===== config.mk =====
export PLATFORM = sky130hd
export DESIGN_NAME = serial_word_fifo
export DESIGN_NICKNAME = d
export VERILOG_FILES = /design/src/rtl/serial_word_fifo.sv
export SDC_FILE = /design/constraint.sdc
export NUM_CORES = 1
export LEC_CHECK = 0
export CAP_MARGIN = 0
export CELL_PAD_IN_SITES_DETAIL_PLACEMENT = 0
export CELL_PAD_IN_SITES_GLOBAL_PLACEMENT = 2
export CORE_UTILIZATION = 43
export DETAILED_ROUTE_END_ITERATION = 12
export PLACE_DENSITY_LB_ADDON = 0.1
export SKIP_CTS_REPAIR_TIMING = 1
export SYNTH_ARGS = -nofsm -noshare
export SYNTH_HDL_FRONTEND = slang
export SYNTH_SLANG_ARGS = --single-unit

===== constraint.sdc =====
create_clock -name clock -period 2.5 [get_ports clock]
set_input_delay 0.75 -clock clock [delete_from_list [all_inputs] [get_ports clock]]
set_output_delay 0.75 -clock clock [all_outputs]
set_load 0.02 [all_outputs]

===== src/rtl/serial_word_fifo.sv =====
// rtl/serial_word_fifo.sv - serial bit deserializer feeding a word FIFO
//
// Purpose:
//   Assembles WIDTH-bit words from a strobed serial bit stream and queues
//   them in a DEPTH-entry first-word-fall-through FIFO, all in one clock domain.
//
// Ports:
//   clock          system clock, all state on rising edge
//   reset          asynchronous active-low reset
//   data_in        serial bit, sampled when write_in is high
//   write_in       bit strobe, accepted while status_out is high
//   status_out     ready to accept bits (FIFO not full)
//   dequeue_in     pop request (edge or level, per DEQ_EDGE)
//   clear_in       synchronous flush
//   data_out       head word, 0 when empty
//   len_out        number of stored words, 0..DEPTH
//   full_out       len_out == DEPTH
//   empty_out      len_out == 0
//   overflow_out   sticky: bit strobed while not ready
//   underflow_out  sticky: pop requested while empty

module serial_word_fifo #(
  parameter int WIDTH     = 8,
  parameter int DEPTH     = 8,
  parameter int MSB_FIRST = 0,
  parameter int DEQ_EDGE  = 1,
  parameter int LEN_W     = $clog2(DEPTH + 1)
) (
  input  logic             clock,
  input  logic             reset,
  input  logic             data_in,
  input  logic             write_in,
  output logic             status_out,
  input  logic             dequeue_in,
  input  logic             clear_in,
  output logic [WIDTH-1:0] data_out,
  output logic [LEN_W-1:0] len_out,
  output logic             full_out,
  output logic             empty_out,
  output logic             overflow_out,
  output logic             underflow_out
);

  localparam int PTR_W = LEN_W - 1;
  localparam int CNT_W = $clog2(WIDTH);

  logic [WIDTH-1:0] mem [DEPTH];

  logic [CNT_W-1:0] bit_cnt;
  logic [WIDTH-1:0] shreg;
  logic [PTR_W-1:0] wr_ptr;
  logic [PTR_W-1:0] rd_ptr;
  logic [LEN_W-1:0] len;
  logic             overflow;
  logic             underflow;
  logic             deq_q;

  logic             full;
  logic             empty;
  logic             accept;
  logic             push;
  logic             pop_req;
  logic             pop_ok;
  logic [CNT_W-1:0] bit_idx;
  logic [WIDTH-1:0] assembled;

  assign full   = (len == LEN_W'(DEPTH));
  assign empty  = (len == '0);
  assign accept = write_in & ~full;
  // Full is only reached on a push, so the bit counter is 0 whenever a
  // strobe is dropped and no partial word is ever lost to back-pressure.
  assign push   = accept & (bit_cnt == CNT_W'(WIDTH - 1));

  assign pop_req = (DEQ_EDGE != 0) ? (dequeue_in & ~deq_q) : dequeue_in;
  assign pop_ok  = pop_req & ~empty;

  assign bit_idx = (MSB_FIRST != 0) ? (CNT_W'(WIDTH - 1) - bit_cnt) : bit_cnt;

  // Word including the bit arriving this cycle; pushed as-is on the last bit.
  always_comb begin
    assembled          = shreg;
    assembled[bit_idx] = data_in;
  end

  always_ff @(posedge clock or negedge reset) begin
    if (!reset) begin
      bit_cnt   <= '0;
      shreg     <= '0;
      wr_ptr    <= '0;
      rd_ptr    <= '0;
      len       <= '0;
      overflow  <= 1'b0;
      underflow <= 1'b0;
      deq_q     <= 1'b0;
    end else if (clear_in) begin
      bit_cnt   <= '0;
      shreg     <= '0;
      wr_ptr    <= '0;
      rd_ptr    <= '0;
      len       <= '0;
      overflow  <= 1'b0;
      underflow <= 1'b0;
      // Keep tracking the input so a level held across the flush does not
      // look like a fresh edge afterwards.
      deq_q     <= dequeue_in;
    end else begin
      deq_q <= dequeue_in;

      if (accept) begin
        if (push) begin
          bit_cnt <= '0;
          shreg   <= '0;
          wr_ptr  <= wr_ptr + PTR_W'(1);
        end else begin
          bit_cnt <= bit_cnt + CNT_W'(1);
          shreg   <= assembled;
        end
      end

      if (write_in && full)
        overflow <= 1'b1;

      if (pop_ok)
        rd_ptr <= rd_ptr + PTR_W'(1);

      // A pop against an empty queue is ignored even if a push lands on
      // the same edge.
      if (pop_req && empty)
        underflow <= 1'b1;

      if (push && !pop_ok)
        len <= len + LEN_W'(1);
      else if (pop_ok && !push)
        len <= len - LEN_W'(1);
    end
  end

  // Storage array carries no reset; validity is tracked by len.
  always_ff @(posedge clock) begin
    if (!clear_in && push)
      mem[wr_ptr] <= assembled;
  end

  assign status_out    = ~full;
  assign full_out      = full;
  assign empty_out     = empty;
  assign len_out       = len;
  assign overflow_out  = overflow;
  assign underflow_out = underflow;
  assign data_out      = empty ? '0 : mem[rd_ptr];

endmodule


**Word-level counts from Yosys, hierarchy flattened**

Memory sizes are Yosys's and may differ from the RTL's.
Cells that the tools add are included.

- Bits in registers: 24
- Memory bits (writable): 64
- Input port bits: 6
- Output and inout port bits: 17
- Memories: 1

- Add/sub/neg operators: 5
- $lt $le $gt $ge: 2
- Equal/unequal tests: 2
- Multiplexer cells: 24
- Bitwise gates (word level): 7
- Reductions and logical operators: 17

Memory list:

| name | words | bits a word | rd ports | clocked after Yosys merged registers in | wr ports | line | RTL |
|---|---|---|---|---|---|---|---|
| mem | 8 | 8 | 1 | 0 | 1 | 47 | `logic [WIDTH-1:0] mem [DEPTH];` |

Operator list:

| operator | count |
|---|---|
| 8-bit two-way mux | 4 |
| 3-bit two-way mux | 8 |
| 4-bit two-way mux | 3 |
| 2-bit nonzero test | 5 |
| 3-bit by 1-bit adder with 3-bit output (second input constant) | 3 |
| 8-bit bitwise mux | 1 |
| 1-bit two-way mux | 7 |
| 1-bit logical AND | 6 |
| 4-bit by 1-bit adder with 4-bit output (second input constant) | 1 |
| 1-bit bitwise AND | 4 |
| 4-bit == test (second input constant) | 1 |
| 4-bit zero test | 1 |
| 3-bit by 4-bit < comparator with 1-bit output (second input constant) | 1 |
| 4-bit by 1-bit subtractor with 4-bit output (second input constant) | 1 |
| 1-bit demux with 3-bit select | 1 |
| 3-bit == test (second input constant) | 1 |
| 3-bit by 1-bit greater-or-equal comparator with 1-bit output (second input constant) | 1 |
| 1-bit zero test | 3 |
| 1-bit inverter | 3 |
| 3-bit nonzero test | 1 |
| 2-bit AND reduction | 1 |

**Depth between registers and ports, before layout**

Gate-level depths: netlist of run 1.

- Depth in word-level cells: 9
- Gate-level depth with buffers: 11
- Gate-level depth less buffers: 11

**Least setup slack after synthesis of run 1**

OpenSTA, ideal clock, no wires.

- Path type: reg2reg
- Start: register len[0] (netlist: len_out[0])
- End: memory mem[4][0], enable pin
- Arrival time: 2.108 ns
- Required time: 2.105 ns
- Path slack: -0.002 ns
- Stages on the path, launching flop included: 7
- Path buffers: 1
- Period minus slack after synthesis: 2.502 ns
- Path through: dfrtp_1 > or4b_1 > buf_6 > clkinv_4 > nor2_2 > nand2_1 > nor4_1

- Longest elaborated chain between the ends: 7

Ends and longest elaborated chain:

| what | line | RTL |
|---|---|---|
| from (decl) | 53 | `logic [LEN_W-1:0] len;` |
| from (signal assigned) | 132 | `len <= len + LEN_W'(1);` |
| from (signal assigned) | 134 | `len <= len - LEN_W'(1);` |
| 4-bit == test | 67 | `assign full = (len == LEN_W'(DEPTH));` |
| 1-bit inverter | n/a |  |
| net status_out | 33 | `output logic status_out,` |
| 1-bit bitwise AND | 69 | `assign accept = write_in & ~full;` |
| 1-bit bitwise AND | 72 | `assign push = accept & (bit_cnt == CNT_W'(WIDTH - 1));` |
| 1-bit logical AND | 140 | `if (!clear_in && push)` |
| 1-bit two-way mux | 140 |  |
| 1-bit two-way mux (not written as such) | 141 | `mem[wr_ptr] <= assembled;` |
| to (decl) | 47 |  |

The timed path passes the listed nets, and every way through them passes these cells.

**Final worst setup path of run 1**

- Start: register rd_ptr[0]
- End: output port data_out[1]

- Longest elaborated chain between the ends: 2

Ends and longest elaborated chain:

| what | line | RTL |
|---|---|---|
| from (decl) | 52 | `logic [PTR_W-1:0] rd_ptr;` |
| from (signal assigned) | 124 | `rd_ptr <= rd_ptr + PTR_W'(1);` |
| memory 8 x 8 bit | n/a |  |
| 8-bit two-way mux | 150 | `assign data_out = empty ? '0 : mem[rd_ptr];` |
| to (decl) | 36 | `output logic [WIDTH-1:0] data_out,` |

No other way between the ends.

==> results of run 1 <==
==> placed cells by master (no fill, tap or decap), types with 3 or more instances in the layout <==
cell type,instances
edfxtp_1,64
buf_4,45
dfrtp_1,23
nor2_1,21
nand2_1,20
mux4_2,16
a21oi_1,16
clkdlybuf4s50_1,11
mux2i_1,9
or3b_2,9
clkbuf_8,9
mux2_2,8
nor3_1,6
ha_1,5
nand3b_1,4
o21ai_0,4
inv_6,4
clkbuf_2,4
inv_1,3
nor3b_1,3
nand3_1,3
xor2_1,3
buf_12,3
==> flip-flops by register name (all words and copies together) (netlist names) <==
register,cells
mem,64
rd_ptr,3
len_out,4
bit_cnt,3
wr_ptr,3
overflow_out,1
shreg,8
underflow_out,1
deq_q,1
==> tightest hold or removal path: stages (launching register included) <==
cell     delay (ns)
dfrtp_1        0.36
a21oi_1        0.04
nor2_1         0.07
==> where the power goes <==
group / total (mW) / leakage (nW) / switching [mW] / internal (mW)
registers: 1.60 / 0.909 / 0.0178 / 1.58
clock network: 1.02 / 0.103 / 0.535 / 0.483
logic: 0.531 / 0.766 / 0.276 / 0.255
==> cell families after synthesis <==
kind of cell / synth area share (%)
buffers and inverters: 2.856
DFF: 63.98
and+or+nand+nor: 11.52
AOI/OAI and AO/OA: 4.412
xor gates and xnor gates: 1.111
adders and majority gates: 2.412
muxes: 13.71
==> worst max-delay path by stage <==
stage / start / endpoint / depth (start not counted)
after floorplan: clear_in / mem[1][0]$_DFFE_PP_ / 3
after global placement: write_in / len_out[3]$_DFFE_PN0P_ / 9
after detailed placement: write_in / len_out[3]$_DFFE_PN0P_ / 9
after CTS: rd_ptr[0]$_DFFE_PN0P_ / data_out[6] / 5
after global routing: rd_ptr[0]$_DFFE_PN0P_ / data_out[1] / 5
final: rd_ptr[0]$_DFFE_PN0P_ / data_out[1] / 5
==> layout make-up <==
type	count	area, µm²	share of cell area (%)
inverters	6	30.03	0.6197
flip-flops and latches	88	2524	52.08
clock inverters	7	83.83	1.730
clock buffers	9	123.9	2.556
multi-input cells	153	1350	27.86
repair buffers	69	599.3	12.37
well taps	108	135.1	2.789
==> metrics by stage <==
step           worst slack [ns]  cells  instance area, µm²
3_3_place_gp            -0.1696    422                4597
5_1_grt                 -0.2045    440                4846
4_1_cts                 -0.4996    438                4805
2_1_floorplan           0.07068    263                3949
3_5_place_dp            -0.2179    422                4597
6_report                -0.1009    440                4846
==> layer usage <==
layer,share of wire (%),vias to the layer above,routed length [µm]
li1,-,1121,-
met1,49,1102,3660
met2,46,44,3422
met3,4.0,4,295
met4,0.75,0,56
met5,0,-,0
==> results.py, run 1 <==
metrics = {
    "status": {
        "outcome": "complete, but fails checks",
        "violations": "design-rule violations, negative setup slack",
    },
    "worst_hold_path": {
        "whs_path_depth": 2,
        "min_path_type": "register to register",
        "worstHoldStart": "underflow_out$_DFFE_PN0P_",
        "hold-path-endpoint": "underflow_out$_DFFE_PN0P_",
    },
    "pwr": {
        "p_total_mw": 3.150,
        "pwr_density_cell_mw_per_mm2": 650.0,
        "p_leak_nw": 1.778,
        "vdd_drop_max_mv": 0.2481,
    },
    "setup_path": {
        "crit_path_max_incr_delay_ns": 0.53,
        "rrSetupSlack_ns": 0.17,
        "cp.required_ns": 1.75,
        "slowest_stage": "mux4_2",
        "path_cells": "buf_12, mux4_2, mux2i_1, nor2_1, buf_4",
        "r2r-end": "len_out[3]$_DFFE_PN0P_",
        "r2r_cells": 10,
        "cp_max_fo": 7,
        "r2r_start": "len_out[1]$_DFFE_PN0P_",
        "cp_num_buf_inv": 2,
        "arrival_ns": 1.85,
        "cp-end-kind": "output port",
        "critPathLaunchType": "register",
        "crit_family": "multiplexers",
        "critPathKind": "register to output port",
    },
    "clock_network": {
        "clk_pin_slew_worst_paths_ns": 0.09,
        "cts_tree": "yes",
        "cts_made_buffers": 9,
        "cts_buffer_depth": 2,
        "clock_sinks": 88,
        "h-tree-depth": 3,
        "clk_latency_ns": 0.35,
        "cts_root_buf": "clkbuf_8",
    },
    "final_layout": {
        "nFillCells": 744,
        "postLayoutCoreUtil_pct": 55.03,
        "diodes": 0,
        "synthToLayoutAreaGrowth_pct": 22.91,
        "drive_gt1_share_pct": 36.45,
        "nNetsFinal": 340,
    },
    "yosys": {
        "synth_fp_nets": 276,
        "synth_seq_cells": 88,
        "synth_top_area_cell": "edfxtp_1",
        "yosys.area.top_type_share_pct": 48.75,
        "synth_area_mm2": 0.003943,
        "synthFlopType": "edfxtp_1",
        "synthTopCellsByArea": "edfxtp_1 (49%), dfrtp_1 (15%), mux4_2 (9.1%)",
        "async_reset_ff_share_pct": 27.27,
        "ys_warn_count": 0,
        "ys_seq_area_share_pct": 63.98,
        "yosysMostFrequentCell": "edfxtp_1",
        "ys_top_cells_by_count": "edfxtp_1 (64), dfrtp_1 (24), nor2_1 (21)",
        "synthDistinctLibCells": 43,
        "synthCells": 263,
        "syn_area_per_cell_um2": 14.99,
        "synth_edf_count": 64,
    },
    "place": {
        "hpwl_mm": 5.088,
        "gp_congestion": 0.6983,
        "portBuffers": 22,
    },
    "route": {
        "drc": 4,
        "vias": 2271,
        "viasPerCell": 5.161,
        "routed_wl_mm": 7.436,
        "initialDrtViolationCount": 161,
        "antenna_left": 0,
        "wl_per_cell_um": 16.90,
        "first_pass_iters": 9,
    },
    "die": {
        "die_x_um": 97.76,
        "die_h_um": 97.76,
        "dieArea_mm2": 0.009556,
        "row_count": 34,
        "coreArea_mm2": 0.008806,
        "io_pins": 23,
        "start_util_pct": 44.77,
    },
    "grt": {
        "grt_max_degree": 25,
        "gr-usage-met1_pct": 24.89,
        "antenna_found_initial": 0,
        "top_usage_layer": "met2",
        "use_met3_pct": 2.505,
        "grt_pass1_vias": 2279,
        "grtUsageMet2_pct": 26.02,
        "grt_use_total_pct": 17.07,
        "grt_pass1_wl_mm": 12.28,
        "grt-ovfl-total": 0,
    },
    "timing": {
        "timing.final.ws_setup_ns": -0.1009,
        "setup_viol": 8,
        "skew_ns": 0.01215,
        "finalCritPeriodShare_pct": 104.0,
        "hold_ws_ns": 0.5009,
        "max_freq_mhz": 384.5,
        "slew_viol_final": 0,
        "period_needed_ns": 2.601,
        "setup_tns_ns": -0.6730,
        "hold_viol": 0,
        "rsz0062_at_grt": "yes",
        "tightest_slew_ns": 0.4051,
        "relSlewSlack_pct": 72.90,
    },
    "job": {
        "cap_violations": 0,
    },
}
(Power assumes the default switching activity.)
==> run 2: changes to the inputs <==
Settings changed: CORE_UTILIZATION 43 to 45, CTS_CLUSTER_DIAMETER set to 120, DONT_BUFFER_PORTS set to 1.
==> run 2 against run 1 <==
  * The run ends with negative setup slack left
  * Combinational power is 4.0% lower
  * First-iteration DRC count is 62% lower
  * Clock skew is 0.0018 ns higher
  * Via count is 3.8% lower
  * Utilization is 0.094 points lower
  * Fmax is 2.0% higher
  * Worst hold slack worse by 0.41 ns
  * Total power is 0.56% higher
  * Critical endpoint is now data_out[0]
==> results.py, run 2 (synthesis gave the netlist of run 1 again) <==
metrics = {
    "status": {
        "outcome": "complete, but fails checks",
        "violations": "negative setup slack",
    },
    "final_layout": {
        "nNetsFinal": 310,
        "multi_input_area_mm2": 0.001328,
        "drive_gt1_share_pct": 32.78,
        "largest-register": "mem",
        "layout_commonest_cell": "edfxtp_1",
        "postLayoutCoreUtil_pct": 54.94,
        "nFillCells": 705,
        "largest_reg_flops": 64,
        "synthToLayoutAreaGrowth_pct": 16.22,
        "seq_area_mm2": 0.002522,
        "diodes": 0,
        "layout_common_cells": "edfxtp_1 (64), buf_4 (35), dfrtp_1 (24)",
    },
    "setup_path": {
        "critPathLaunchType": "register",
        "cp.required_ns": 1.75,
        "cp-end-kind": "output port",
        "cp_max_fo": 18,
        "arrival_ns": 1.80,
        "r2r_cells": 10,
        "critPathKind": "register to output port",
    },
    "route": {
        "wl_per_cell_um": 17.88,
        "antenna_left": 0,
        "vias": 2185,
        "drc": 0,
        "initialDrtViolationCount": 61,
        "first_pass_iters": 4,
        "routed_wl_mm": 7.279,
        "viasPerCell": 5.369,
    },
    "pwr": {
        "p_clk_share_pct": 33.4,
        "power_frac_seq_pct": 50.5,
        "combPwrFrac_pct": 16.1,
        "vdd_drop_max_mv": 0.2890,
        "p_total_mw": 3.167,
        "swShare_pct": 23.75,
        "pwr_density_cell_mw_per_mm2": 691.3,
        "switchingPower_uw": 752.2,
        "p_leak_nw": 1.629,
        "p_int_mw": 2.415,
    },
    "grt": {
        "grt-ovfl-total": 0,
        "grt_pass1_wl_mm": 11.72,
        "grt_max_degree": 30,
        "use_met3_pct": 4.306,
        "grt_use_total_pct": 18.02,
        "grt_pass1_vias": 2262,
        "grtUsageMet2_pct": 30.00,
        "antenna_found_initial": 0,
        "gr-usage-met1_pct": 23.20,
        "top_usage_layer": "met2",
    },
    "timing": {
        "setup_viol": 8,
        "relSlewSlack_pct": 41.25,
        "hold_viol": 0,
        "period_needed_ns": 2.549,
        "hold_ws_ns": 0.08719,
        "rsz0062_at_grt": "yes",
        "tightest_slew_ns": 0.8780,
        "slew_viol_final": 0,
        "timing.final.ws_setup_ns": -0.04936,
        "finalCritPeriodShare_pct": 102.0,
        "skew_ns": 0.01394,
        "max_freq_mhz": 392.3,
    },
    "clock_network": {
        "h-tree-depth": 3,
        "clk_latency_ns": 0.35,
        "cts_made_buffers": 9,
        "clock_sinks": 88,
        "clk_pin_slew_worst_paths_ns": 0.09,
        "cts_root_buf": "clkbuf_8",
        "cts_tree": "yes",
        "cts_buffer_depth": 2,
    },
    "die": {
        "io_pins": 23,
        "dieArea_mm2": 0.009139,
        "die_h_um": 95.60,
        "coreArea_mm2": 0.008341,
        "die_x_um": 95.60,
        "row_count": 33,
        "start_util_pct": 47.27,
    },
    "place": {
        "gp_congestion": 0.7261,
        "portBuffers": 0,
        "hpwl_mm": 5.006,
    },
    "worst_hold_path": {
        "min_path_type": "primary input to asynchronous set/reset pin",
    },
    "job": {
        "cap_violations": 0,
    },
}
[run 2: worst paths after layout]
path | slack [ns] | from | to
hold reg to reg | 0.51 | shreg[0]$_DFFE_PN0P_ | shreg[0]$_DFFE_PN0P_
setup reg to reg | 0.15 | len_out[1]$_DFFE_PN0P_ | len_out[2]$_DFFE_PN0P_
min in group clock | 0.42 | dequeue_in | deq_q$_DFF_PN0_
max in group asynchronous | 2.32 | reset | wr_ptr[2]$_DFFE_PN0P_
setup / recovery | -0.05 | rd_ptr[0]$_DFFE_PN0P_ | data_out[0]
hold / removal | 0.09 | reset | shreg[2]$_DFFE_PN0P_
[run 2: through the flow]
step / cells / instance area [µm²] / setup WS [ns] / TNS, ns
after floorplan: 263 / 3949 / 0.07068 / 0
after global placement: 385 / 4264 / 0.1558 / 0
after detailed placement: 385 / 4264 / 0.1171 / 0
after CTS: 401 / 4492 / -0.2328 / -2.046
after global routing: 407 / 4582 / -0.1616 / -1.134
final: 407 / 4582 / -0.04936 / -0.3144
[run 2: cell type report]
| class | count | share of cell area, % |
|---|---|---|
| Clock buffer | 13 | 3.960 |
| Timing Repair Buffer | 39 | 7.373 |
| Multi-Input combinational cell | 153 | 28.97 |
| Sequential cell | 88 | 55.05 |
| Tap cell | 105 | 2.867 |
| Inverter | 6 | 0.7646 |
| Clock inverter | 3 | 1.010 |
[run 2: power groups by stage]
stage / sequential (mW) / clock, mW / combinational (mW)
after global routing: 1.60 / 1.13 / 0.556
after detailed placement: 1.63 / 0 / 0.401
after CTS: 1.60 / 1.09 / 0.403
after floorplan: 1.64 / 0 / 0.270
after global placement: 1.63 / 0 / 0.401
final: 1.60 / 1.06 / 0.510
[run 2: per-layer routing]
| layer | up-vias | wire [µm] |
|---|---|---|
| met5 | - | 0 |
| met4 | 0 | 85 |
| met3 | 6 | 263 |
| met2 | 35 | 3552 |
| met1 | 1090 | 3378 |
| li1 | 1054 | - |
[run 2: critical path, stage by stage, from the launching register on]
cell and delay [ns]:
dfrtp_1 0.38, buf_12 0.20, mux4_2 0.53, mux2i_1 0.14, nor2_1 0.05, buf_4 0.15
